--- config.mk ---
export PLATFORM = sky130hd
export DESIGN_NAME = multiplier_controller_fsm
export DESIGN_NICKNAME = d
export VERILOG_FILES = /design/src/rtl/multiplier_pkg.sv /design/src/rtl/multiplier_controller_fsm.sv
export SDC_FILE = /design/constraint.sdc
export NUM_CORES = 1
export LEC_CHECK = 0
export ABC_AREA = 1
export CAP_MARGIN = 0
export CORE_AREA = 2 2 39 41
export CTS_CLUSTER_DIAMETER = 40
export DETAILED_ROUTE_END_ITERATION = 7
export DIE_AREA = 0 0 41 43
export PLACE_DENSITY = 0.42
export SYNTH_ARGS = -nofsm -noshare
export SYNTH_HDL_FRONTEND = slang
export SYNTH_SLANG_ARGS = --single-unit
--- constraint.sdc ---
create_clock -name clock -period 0.8 [get_ports clock]
set_input_delay 0.08 -clock clock [delete_from_list [all_inputs] [get_ports clock]]
set_output_delay 0.08 -clock clock [all_outputs]
set_load 0.01 [all_outputs]
--- src/rtl/multiplier_pkg.sv ---
// Shared definitions for the shift-and-add multiplier blocks.
package multiplier_pkg;

  // Two-bit state encoding. Code 2'b11 is unused and decodes as IDLE.
  typedef enum logic [1:0] {
    IDLE = 2'b00,
    RUN  = 2'b01,
    DONE = 2'b10
  } multiplier_state_t;

endpackage

--- src/rtl/multiplier_controller_fsm.sv ---
// Control state machine for the shift-and-add multiplier.
// Sequences operand load, per-bit shift/accumulate and the iteration
// down-counter. Outputs are Mealy and are all forced low while reset is high.
module multiplier_controller_fsm
  import multiplier_pkg::*;
(
  input  logic clock,
  input  logic reset,
  input  logic start,
  input  logic counter_is_zero,
  output logic ready,
  output logic datapath_do_init,
  output logic datapath_do_shift,
  output logic counter_do_preset,
  output logic counter_do_decrement
);

  multiplier_state_t state_reg;
  multiplier_state_t state_next;

  // State register; reset drops straight to IDLE without waiting for a clock.
  always_ff @(posedge clock or posedge reset) begin
    if (reset) begin
      state_reg <= IDLE;
    end else begin
      state_reg <= state_next;
    end
  end

  // Next-state and Mealy output decode from current state and inputs.
  always_comb begin
    state_next           = state_reg;
    ready                = 1'b0;
    datapath_do_init     = 1'b0;
    datapath_do_shift    = 1'b0;
    counter_do_preset    = 1'b0;
    counter_do_decrement = 1'b0;

    case (state_reg)
      RUN: begin
        // The last shift happens in the cycle the counter reads zero,
        // so the counter is only decremented while it is still non-zero.
        datapath_do_shift    = 1'b1;
        counter_do_decrement = !counter_is_zero;
        if (counter_is_zero) begin
          state_next = DONE;
        end
      end
      DONE: begin
        // The product stays valid through the restart cycle.
        ready = 1'b1;
        if (start) begin
          datapath_do_init  = 1'b1;
          counter_do_preset = 1'b1;
          state_next        = RUN;
        end
      end
      default: begin
        // IDLE, and the unused encoding, which behaves identically.
        if (start) begin
          datapath_do_init  = 1'b1;
          counter_do_preset = 1'b1;
          state_next        = RUN;
        end
      end
    endcase

    // Reset masks every output immediately, independent of start.
    if (reset) begin
      state_next           = IDLE;
      ready                = 1'b0;
      datapath_do_init     = 1'b0;
      datapath_do_shift    = 1'b0;
      counter_do_preset    = 1'b0;
      counter_do_decrement = 1'b0;
    end
  end

endmodule

# After elaboration in Yosys (flattened, before gate mapping)
# Index checks and enable logic that the tools add are counted.
# classes
eq_ne	3
mux	13
n_reduce_logical	3
# op_table
operator	n
$mux 1	9
$mux 2	4
$ne 3x3->1 const B	1
$reduce_bool 3->1	1
$eq 2x1->1 const B	1
$eq 2x2->1 const B	1
$reduce_and 2->1	1
$logic_not 1->1	1
# word_totals
reg_bits	2
out_inout_bits	5
elab_cells	20

# Depth between registers and ports, before layout
# logic_depth
word_depth	3
mapped_depth	5
mapped_depth_nobuf	4

# Worst setup path before layout
# No wires, ideal clock.
# synth_path
kind	register -> output
from	register state_reg[1]
to	output port datapath_do_init
arrival_ns	0.807
required_time_ns	0.720
path_slack_ns	-0.087
stages_incl_launch_ff	6
path_buffers	1
cell_sequence	dfrtp_1 -> inv_2 -> nand2_1 -> nand2_2 -> inv_1 -> buf_4
# synth_between
elab_chain_len	3
# synth_lines
item	line_no	text
start, declared	multiplier_controller_fsm.sv:18	multiplier_state_t state_reg;
start signal, assigned	multiplier_controller_fsm.sv:26	state_reg <= state_next;
$eq 2x1->1	-	
$mux 1 (2 in series)	-	
end, declared	multiplier_controller_fsm.sv:12	output logic datapath_do_init,
# No other way between the ends.

# Worst setup path after layout
# layout_path
from	register state_reg[0]
to	output port counter_do_decrement
# layout_between
elab_chain_len	3
# layout_lines
item	line_no	text
$eq 2x1->1	multiplier_controller_fsm.sv:39	case (state_reg)
$mux 1	multiplier_controller_fsm.sv:39	
$mux 1	multiplier_controller_fsm.sv:69	if (reset) begin
end, declared	multiplier_controller_fsm.sv:15	output logic counter_do_decrement
# No other way between the ends.

==> run metrics <==
outcome=complete, but fails checks; failing checks=setup timing; critical path class=flop to output pin; Clock Latency Late Sink=0.23 ns; crit start category=flop; Worst Setup Slack, final=-0.3364 ns; drt drc=0; slew margin rel.=0.8530; Mapped Cells=25; ANT nets after route=0; Area Overhead vs Synth=164.2%; Leakage Power=0.2262 nW; PnR Total Power=525.7 uW; PortBufs=8; drt wl/cell=8.226 um; commonest cells after routing, fill and taps aside=buf_6, buf_4; io pins=9; Fmax=880.0 MHz; fill cell count=164; critical path capture point type=output pin; post-synthesis area per instance=6.156 um2; global route total overflow=0; ANT cells=0; YS warnings=0; Tcrit/Tclk final=1.420; H-tree Lvls=1; Reg-to-Reg Start=state_reg[0]; final setup fails=7; gpl congestion=0.6536; Pwr Density=1293 nW/um2; Hold Crit Class=input port to asynchronous set/reset pin; # Max-Cap Violations=0; vias per cell=3.452; Nets=52; minimum clock period=1.136 ns; Pre-antenna DRT Iters=2; Fin Clk Skew=0.004208 ns; number of synthesized register bits=2; Die H=43 um; first-pass GRT wire length=772 um; Distinct cells, synth=11; pre-CTS setup slack=-0.6715 ns; Post-Syn Area=153.9 um2; unrepaired setup endpoints after global routing=true; syn_nets=29; dpl hpwl=295.2 um; initial antenna violation count=0; vias in the first global route=203; CTS tree=built; Post-Route WL=510 um; CP Launch Point=state_reg[0]; die width=41 um; largest net degree at the start of global routing=6; CORE AREA=1384 um2; most common cell after layout, fill and taps aside=buf_6; GR Util All Layers=0.07129; hold buffers post-CTS=0; Iter 0 DRT Violations=3; critical path data arrival time=1.06 ns; die area=1763 um2; worst-margin pin slew=0.2205 ns; number of cell rows=14; cts bufs inserted=3; worst vdd ir=0.3354 mV; via count=214; Largest register FFs=2; Sink Count=2; Slew Viols, Final=0; ranking of synthesized cells by area=dfrtp_1, nand2_1, inv_1, nor2_1, nand3_2; Worst-path clk slew=0.03 ns; area leader, netlist=dfrtp_1; layout cells sized above 1=0.6957; Root Buffer=clkbuf_4; clk buf depth=2; post-synthesis sequential area ratio=0.3252; final hold vios=0; starting density of the core=0.1112; CP required=0.72 ns; crit path max fanout=3; share of the synthesized area in the top cell type=0.3252
power by group:
| group | total (mW) | leakage (nW) | internal [mW] | switching, mW |
|---|---|---|---|---|
| logic | 0.183 | 0.186 | 0.104 | 0.0786 |
| clock network | 0.227 | 0.0138 | 0.166 | 0.0612 |
| registers | 0.116 | 0.0266 | 0.109 | 0.00663 |
cell usage after synthesis, drive strengths merged:
cell type,instances
nor2,5
dfrtp,2
nand2,7
nor3,1
inv,7
buf,1
nand3,2
final cells by class:
cell class / instances / area, um2 / area share
Tap cell: 16 / 20.02 / 0.04923
Timing Repair Buffer: 19 / 177.7 / 0.4369
Clock buffer: 3 / 22.52 / 0.05538
Sequential cell: 2 / 50.05 / 0.1231
Inverter: 7 / 31.28 / 0.07692
Multi-Input combinational cell: 15 / 105.1 / 0.2585
repair_timing:
action	CTS	global route
resized for setup	30	12
pin swaps	3	4
endpoints found under the setup margin	7	7
setup buffers	5	4
logic make-up (layout without fill, tap and decap cells):
logic type,after synthesis,count (layout),synth area share
flip-flops,2,2,0.3252
AND/OR/NAND/NOR,15,15,0.4552
buffers and inverters,8,29,0.2196
per-stage QoR:
step	cells	hold slack (ns)	utilization	TNS (ns)	cell area, um2
3_5_place_dp	53	0.5573	0.2071	-3.722	286.5
2_1_floorplan	25	-0.1703	-	-0.02690	160.2
6_report	62	0.2026	0.2939	-1.828	406.6
4_1_cts	60	0.1771	0.2550	-1.656	352.8
5_1_grt	62	0.2248	0.2939	-2.125	406.6
3_3_place_gp	53	0.5687	0.2071	-3.702	286.5
metal layers:
metal	global-route usage	vias to the layer above	wire length, um
met2	0.1000	5	286
met5	0	-	0
met3	0.03141	0	35
li1	-	113	-
met1	0.06752	96	189
met4	0.08000	0	0
worst paths after layout:
check	end	slack, ns	cells after the start
setup / recovery	counter_do_decrement	-0.34	6
hold / removal	state_reg[0]	0.20	4
setup reg to reg	state_reg[0]	-0.25	7
hold reg to reg	state_reg[1]	0.69	4
max in group asynchronous	state_reg[1]	0.51	4
min in group clock	state_reg[1]	0.47	3
critical path, stage by stage (launching register included):
cell and delay, ns:
dfrtp_1 0.37, buf_6 0.13, inv_4 0.03, nor2_4 0.09
nand2_2 0.07, inv_2 0.05, buf_6 0.09
Power figures use the tool's default switching activity.
